**src/rtl/mux_2_burst_arbiter_pkg.sv**
```systemverilog
// Shared definitions for the two-requester burst arbiter: FSM state encoding,
// default widths and the round-robin pick used when leaving IDLE.
package mux_2_burst_arbiter_pkg;

  localparam int unsigned DEFAULT_DATA_W = 32;
  localparam int unsigned DEFAULT_LEN_W  = 2;

  typedef enum logic [0:0] {
    ST_IDLE = 1'b0,
    ST_XFER = 1'b1
  } state_e;

  // Requester that wins in IDLE; on a tie the one that did not own the last burst.
  function automatic logic rr_pick(input logic req0, input logic req1,
                                   input logic last_owner);
    return (req0 && req1) ? ~last_owner : req1;
  endfunction

endpackage

```
**src/rtl/mux_2_for_32_bits.sv**
```systemverilog
// Fixed 32-bit two-input datapath mux driven by the arbiter's select.
module mux_2_for_32_bits (
  output logic [31:0] out_data_o,
  input  logic [31:0] d0_i,
  input  logic [31:0] d1_i,
  input  logic        select_i
);

  assign out_data_o = select_i ? d1_i : d0_i;

endmodule

```
**src/rtl/mux_2_burst_arbiter.sv**
```systemverilog
// Round-robin burst arbiter sharing one 32-bit path between two requesters,
// with a valid/ready handshake towards the single consumer.
module mux_2_burst_arbiter
  import mux_2_burst_arbiter_pkg::*;
#(
  // The datapath mux is a fixed 32-bit cell, so DATA_W must stay 32.
  parameter int unsigned DATA_W = DEFAULT_DATA_W,
  parameter int unsigned LEN_W  = DEFAULT_LEN_W
) (
  input  logic              clk_i,
  input  logic              reset_i,
  input  logic              req0_i,
  input  logic              req1_i,
  input  logic [LEN_W-1:0]  len0_i,
  input  logic [LEN_W-1:0]  len1_i,
  input  logic [DATA_W-1:0] d0_i,
  input  logic [DATA_W-1:0] d1_i,
  input  logic              out_ready_i,
  output logic [DATA_W-1:0] out_data_o,
  output logic              out_valid_o,
  output logic              select_o,
  output logic              gnt0_o,
  output logic              gnt1_o,
  output logic              ack0_o,
  output logic              ack1_o,
  output logic              done_o,
  output logic              abort_o
);

  state_e           state_q, state_d;
  logic             owner_q, owner_d;
  logic             last_owner_q, last_owner_d;
  logic [LEN_W-1:0] len_q, len_d;
  logic [LEN_W-1:0] beat_cnt_q, beat_cnt_d;
  logic             done_q, done_d;
  logic             abort_q, abort_d;

  logic xfer;
  logic owner_req;
  logic accept;

  assign xfer      = (state_q == ST_XFER);
  assign owner_req = owner_q ? req1_i : req0_i;
  // A dropped request ends the burst before any handshake, so no beat is offered.
  assign accept    = xfer && owner_req && out_ready_i;

  assign out_valid_o = xfer && owner_req;
  assign select_o    = owner_q;
  assign gnt0_o      = xfer && !owner_q;
  assign gnt1_o      = xfer &&  owner_q;
  assign ack0_o      = accept && !owner_q;
  assign ack1_o      = accept &&  owner_q;
  assign done_o      = done_q;
  assign abort_o     = abort_q;

  mux_2_for_32_bits u_mux (
    .out_data_o (out_data_o),
    .d0_i       (d0_i),
    .d1_i       (d1_i),
    .select_i   (owner_q)
  );

  always_comb begin
    // NOTE: every signal written here gets a default first, otherwise a path
    // that skips an assignment infers a latch.
    state_d      = state_q;
    owner_d      = owner_q;
    last_owner_d = last_owner_q;
    len_d        = len_q;
    beat_cnt_d   = beat_cnt_q;
    done_d       = 1'b0;
    abort_d      = 1'b0;

    unique case (state_q)
      ST_IDLE: begin
        if (req0_i || req1_i) begin
          owner_d    = rr_pick(req0_i, req1_i, last_owner_q);
          len_d      = owner_d ? len1_i : len0_i;
          beat_cnt_d = '0;
          state_d    = ST_XFER;
        end
      end
      ST_XFER: begin
        if (!owner_req) begin
          state_d      = ST_IDLE;
          last_owner_d = owner_q;
          abort_d      = 1'b1;
        end else if (out_ready_i) begin
          // Terminal compare precedes the increment, so beat_cnt never wraps.
          if (beat_cnt_q == len_q) begin
            state_d      = ST_IDLE;
            last_owner_d = owner_q;
            done_d       = 1'b1;
          end else begin
            beat_cnt_d = beat_cnt_q + LEN_W'(1);
          end
        end
      end
      default: state_d = ST_IDLE;
    endcase
  end

  // NOTE: sequential state uses non-blocking assignments only, so every
  // register samples the pre-edge values regardless of statement order.
  always_ff @(posedge clk_i) begin
    if (reset_i) begin
      state_q      <= ST_IDLE;
      owner_q      <= 1'b0;
      last_owner_q <= 1'b1;
      len_q        <= '0;
      beat_cnt_q   <= '0;
      done_q       <= 1'b0;
      abort_q      <= 1'b0;
    end else begin
      state_q      <= state_d;
      owner_q      <= owner_d;
      last_owner_q <= last_owner_d;
      len_q        <= len_d;
      beat_cnt_q   <= beat_cnt_d;
      done_q       <= done_d;
      abort_q      <= abort_d;
    end
  end

endmodule

```
**config.mk**
```make
export PLATFORM = sky130hd
export DESIGN_NAME = mux_2_burst_arbiter
export DESIGN_NICKNAME = d
export VERILOG_FILES = /design/src/rtl/mux_2_burst_arbiter_pkg.sv /design/src/rtl/mux_2_for_32_bits.sv /design/src/rtl/mux_2_burst_arbiter.sv
export SDC_FILE = /design/constraint.sdc
export NUM_CORES = 1
export LEC_CHECK = 0
export ABC_AREA = 1
export CAP_MARGIN = 20
export CORE_MARGIN = 5
export CORE_UTILIZATION = 27
export DETAILED_ROUTE_END_ITERATION = 10
export PLACE_DENSITY = 0.82
export SLEW_MARGIN = 5
export SYNTH_ARGS = -nofsm -noshare
export SYNTH_HDL_FRONTEND = slang
export SYNTH_HIERARCHICAL = 1
export SYNTH_SLANG_ARGS = --single-unit
```
**constraint.sdc**
```tcl
create_clock -name clk_i -period 1.4 [get_ports clk_i]
set_clock_uncertainty 0.05 [all_clocks]
set_input_delay 0.42 -clock clk_i [delete_from_list [all_inputs] [get_ports clk_i]]
set_output_delay 0.42 -clock clk_i [all_outputs]
set_load 0.005 [all_outputs]
```
; ---- Yosys cells after proc, flatten, opt, wreduce, memory -nomap -nowiden
; Index checks and enable logic that the tools add are counted.
[op_classes]
add_sub_neg = 1
n_eq_ne = 7
mux = 19
n_bitwise = 4
n_reduce_logical = 14
[ops]
columns = operator, count
row1 = 32-bit 2-to-1 mux, 1
row2 = 1-bit 2-to-1 mux, 11
row3 = 2-bit 2-to-1 mux, 5
row4 = "2-bit != test, second input constant", 4
row5 = 1-bit logical AND, 7
row6 = "2-bit by 1-bit != test with 1-bit output, second input constant", 2
row7 = 1-bit NOT, 4
row8 = 2-bit case mux with 2 select lines, 1
row9 = 4-bit AND reduction, 1
row10 = 4-bit OR reduction, 1
row11 = 3-bit AND reduction, 1
row12 = "2-bit by 1-bit adder with 2-bit output, second input constant", 1
row13 = 2-bit == test, 1
row14 = 1-bit case mux with 2 select lines, 1
row15 = 2-bit AND reduction, 1
row16 = 2-bit OR reduction, 1
row17 = 1-bit zero test, 1
row18 = 1-bit logical OR, 1
[word_totals]
regBits = 9
word_cells = 52

; ---- Logic depth before layout (Yosys ltp)
[depth]
word_depth = 5
depth_mapped = 8

; ---- Cells and area by module
; The synthesis kept the hierarchy.
[modules_own_cells]
columns = module, n_inst, cells_per_inst, area_each_um2
row1 = mux_2_burst_arbiter, 1, 76, 499.2
row2 = mux_2_for_32_bits, 1, 104, 491.7

; ---- Worst setup path after synthesis
; No wires, ideal clock.
[synth_timing]
path_kind = register to output
start = reg owner_q (netlist: select_o)
end = out ack0_o
arrival_ns = 0.979
required_time_ns = 0.930
path_slack_ns = -0.049
stages_incl_launch_ff = 7
path_cell_list = dfxtp_1 inv_2 nand2_1 nand3_2 nor2_4 inv_1 nor2_1
[synth_between]
elab_chain_cells = 4
elab_cells_between_ends = 5
classes_between = 1 x mux / 4 x reduce/logical
[synth_rtl]
columns = element, line_no
row1 = from (decl), mux_2_burst_arbiter.sv:31  ; logic owner_q, owner_d;
row2 = from (signal assigned), mux_2_burst_arbiter.sv:116  ; owner_q <= owner_d;
row3 = 1-bit 2-to-1 mux, mux_2_burst_arbiter.sv:43  ; assign owner_req = owner_q ? req1_i : req0_i;
row4 = 1-bit logical AND (2 in a row), mux_2_burst_arbiter.sv:45  ; assign accept = xfer && owner_req && out_ready_i;
row5 = 1-bit logical AND *, mux_2_burst_arbiter.sv:51  ; assign ack0_o = accept && !owner_q;
row6 = to (decl), mux_2_burst_arbiter.sv:24  ; output logic ack0_o,
; Mark *: on every way between the ends. The rest lies on a longest branch, timed or not.

; ---- Final worst setup path
[layout_timing]
start = reg owner_q (netlist: select_o)
end = out ack1_o
[layout_between]
elab_chain_cells = 4
[layout_rtl]
columns = element, line_no
row1 = 1-bit 2-to-1 mux, mux_2_burst_arbiter.sv:43
row2 = 1-bit logical AND (2 in a row), mux_2_burst_arbiter.sv:45
row3 = 1-bit logical AND *, mux_2_burst_arbiter.sv:52  ; assign ack1_o = accept && owner_q;
row4 = to (decl), mux_2_burst_arbiter.sv:25  ; output logic ack1_o,
; Marks and branches as above.

==> flow_summary.json <==
{
  "busiest_layer": "met2",
  "numCtsBuffers": 3,
  "worst-path-max-fanout": 3,
  "antenna_cells": 0,
  "cts_tree": "done",
  "p_clk_frac": 0.223,
  "fin_ws_ns": -0.390,
  "rsz0062_at_grt": "true",
  "synth_seq_cells": 9,
  "peakVddDrop_v": 0.000446,
  "drt_iter0_drc": 40,
  "synthTopCellsByArea": "nand2_1 (40%), dfxtp_1 (18%), nand2_2 (6.9%), inv_1 (5.3%), clkbuf_8 (4.2%)",
  "viasPerCell": 4.35,
  "post-route-period-util": 1.28,
  "rows": 22,
  "ys_warn_count": 6,
  "critPathLaunchType": "flip-flop",
  "port_buffers": 112,
  "worstSetupEndpointType": "primary output",
  "period_minus_slack_ns": 1.79,
  "start_util": 0.275,
  "grt_pass1_vias": 1667,
  "drive_gt1_frac": 0.373,
  "die_w_um": 70.6,
  "clkTransAtPathRegs_ns": 0.05,
  "arrival_ns": 1.32,
  "crit_required_ns": 0.93,
  "wire_per_inst_um": 12.8,
  "io_pins": 113,
  "slowest_delay_ns": 0.34,
  "clockBufferDepth": 2,
  "crit_chain": "buf_6 > nand2_2 > nand3_2 > buf_6 > nor2_4 > inv_2 > nor2_1 > buf_2",
  "worst_path_max_delay_cell": "dfxtp_4",
  "grt_use_met2": 0.370,
  "grt_max_degree": 26,
  "power_frac_comb": 0.573,
  "core_um2": 3610,
  "intPower_w": 0.000944,
  "max_freq_ghz": 0.559,
  "synth_top_area_frac": 0.402,
  "worst-setup-path-type": "flip-flop to primary output",
  "antenna_found_initial": 0,
  "postCtsHoldBufs": 0,
  "yosysUniqueCellTypes": 22,
  "drc": 0,
  "p_switching_w": 0.000480,
  "ant_nets": 0,
  "design.die.area_um2": 4980,
  "synth_area_um2": 991,
  "p_per_area_nw_per_um2": 590,
  "seq_area_frac_synth": 0.182,
  "globalRouteOverflowTotal": 0,
  "die_height_um": 70.6,
  "fin_nets": 401,
  "p_sw_frac": 0.337,
  "seqPwrFrac": 0.204,
  "hold_path.class": "flip-flop to flip-flop",
  "violations": "negative setup slack",
  "routed_wirelength_mm": 4.81,
  "gp_congestion": 0.896,
  "gr-usage-met1": 0.181,
  "drv_slew": 0,
  "drtPass1Iterations": 4,
  "synth_nets": 253,
  "cts_root_buf": "clkbuf_8",
  "synthCells": 180,
  "setup_viol": 41,
  "cts.sinks": 9,
  "hold_ws_ns": 0.433,
  "clk_latency_ns": 0.24,
  "final_util": 0.670,
  "gr-usage-met3": 0.0526,
  "gr-usage-all-layers": 0.184,
  "cap_violations": 0,
  "hold_viol": 0,
  "synth_top_area_cell": "nand2_1",
  "cpMostUsedCell": "buf_6",
  "vias": 1630,
  "leakagePower_nw": 1.24,
  "relSlewSlack": 0.833,
  "area_growth_pct": 144,
  "outcome": "finished, violations left",
  "avgSynthCellArea_um2": 5.51,
  "dp_hpwl_mm": 3.43,
  "worst_pin_slew_ns": 0.250,
  "grt_pass1_wl_mm": 7.50,
  "htree_levels": 1
}
[synthesized netlist by cell type, drive strengths merged]
library cell / count
a21oi: 3
o21bai: 1
inv: 16
o22ai: 1
nand3: 6
nor2: 10
nand2: 117
clkbuf: 3
or2: 1
nor3: 1
buf: 4
o21ai: 7
xnor2: 1
dfxtp: 9
[cell type report]
| cell class | instances | area (um2) |
|---|---|---|
| well taps | 48 | 60.1 |
| multi-input cells | 148 | 716 |
| flip-flops and latches | 9 | 184 |
| fillers | 319 | 1190 |
| repair inverters | 2 | 41.3 |
| inverters | 16 | 78.8 |
| repair buffers | 148 | 1290 |
| clock buffers | 4 | 45.0 |
[cells by family (layout without fill, tap and decap cells)]
logic type / Yosys count / count (layout) / synth area share
AOI/OAI and AO/OA: 12 / 12 / 0.0720
and+or+nand+nor: 135 / 135 / 0.573
DFF: 9 / 9 / 0.182
buffers and inverters: 23 / 170 / 0.164
xor gates and xnor gates: 1 / 1 / 0.00884
[placed cells by master (no fill, tap or decap), types with 2 or more instances in the layout]
cell type	n
dlymetal6s2s_1	2
nand3_2	2
nand2_2	17
clkdlybuf4s50_1	68
dlygate4sd2_1	3
inv_1	7
nor2_1	6
buf_6	11
buf_8	2
clkbuf_8	3
clkdlybuf4s15_2	3
dfxtp_1	8
buf_4	24
nor2_2	3
o21ai_0	3
o21ai_2	2
nand3_1	3
inv_2	7
buf_2	34
nand2_1	100
[state kept, by name, summed over array words and instances (netlist names)]
signal	flops
select_o	1
done_o	1
len_q	2
last_owner_q	1
abort_o	1
beat_cnt_q	2
state_q	1
[per-stage QoR]
| stage | instance area, um2 | setup slack, ns | std cells | power (W) | setup TNS (ns) |
|---|---|---|---|---|---|
| 3_3_place_gp | 2230 | -0.913 | 352 | 0.00107 | -23.49 |
| 4_1_cts | 2350 | -0.419 | 376 | 0.00139 | -10.37 |
| 6_report | 2410 | -0.390 | 375 | 0.00142 | -10.31 |
| 3_5_place_dp | 2230 | -0.959 | 352 | 0.00108 | -23.96 |
| 5_1_grt | 2410 | -0.428 | 375 | 0.00151 | -12.37 |
| 2_1_floorplan | 992 | 0.0407 | 180 | 0.000579 | 0 |
[critical path, delay by kind of cell, from the launching register on]
kind / cells / cell delay, ns
buffers and inverters: 4 / 0.42
DFF: 1 / 0.34
and+or+nand+nor: 4 / 0.31
[final timing paths]
| path | start | endpoint | slack [ns] | cells after the start |
|---|---|---|---|---|
| worst max-delay path | select_o$_SDFFE_PP0P_ | ack1_o | -0.39 | 8 |
| worst min-delay path | len_q[0]$_SDFFE_PP0P_ | len_q[0]$_SDFFE_PP0P_ | 0.43 | 2 |
| worst max register to register | select_o$_SDFFE_PP0P_ | done_o$_SDFF_PP0_ | -0.18 | 11 |
| worst min register to register | len_q[0]$_SDFFE_PP0P_ | len_q[0]$_SDFFE_PP0P_ | 0.43 | 2 |
[repair_timing]
item                                    in CTS  in global routing
pin swaps                                   11                 11
endpoints found under the setup margin      47                 44
resized for setup                          186                 21
buffers inserted                            25                  6
gates cloned                                 1                  1
[per-layer routing]
layer,up-vias,part of all wire
li1,835,-
met1,725,0.37
met2,65,0.53
met3,5,0.084
met4,0,0.013
met5,-,0
[power by group through the flow]
stage               Clock [W]  Sequential (W)  Combinational [W]
floorplan                   0        0.000297           0.000282
global placement            0        0.000297           0.000772
detailed placement          0        0.000297           0.000780
CTS                  0.000313        0.000290           0.000784
global route         0.000320        0.000293           0.000895
finish               0.000318        0.000291           0.000816
Power figures use the tool's default switching activity.
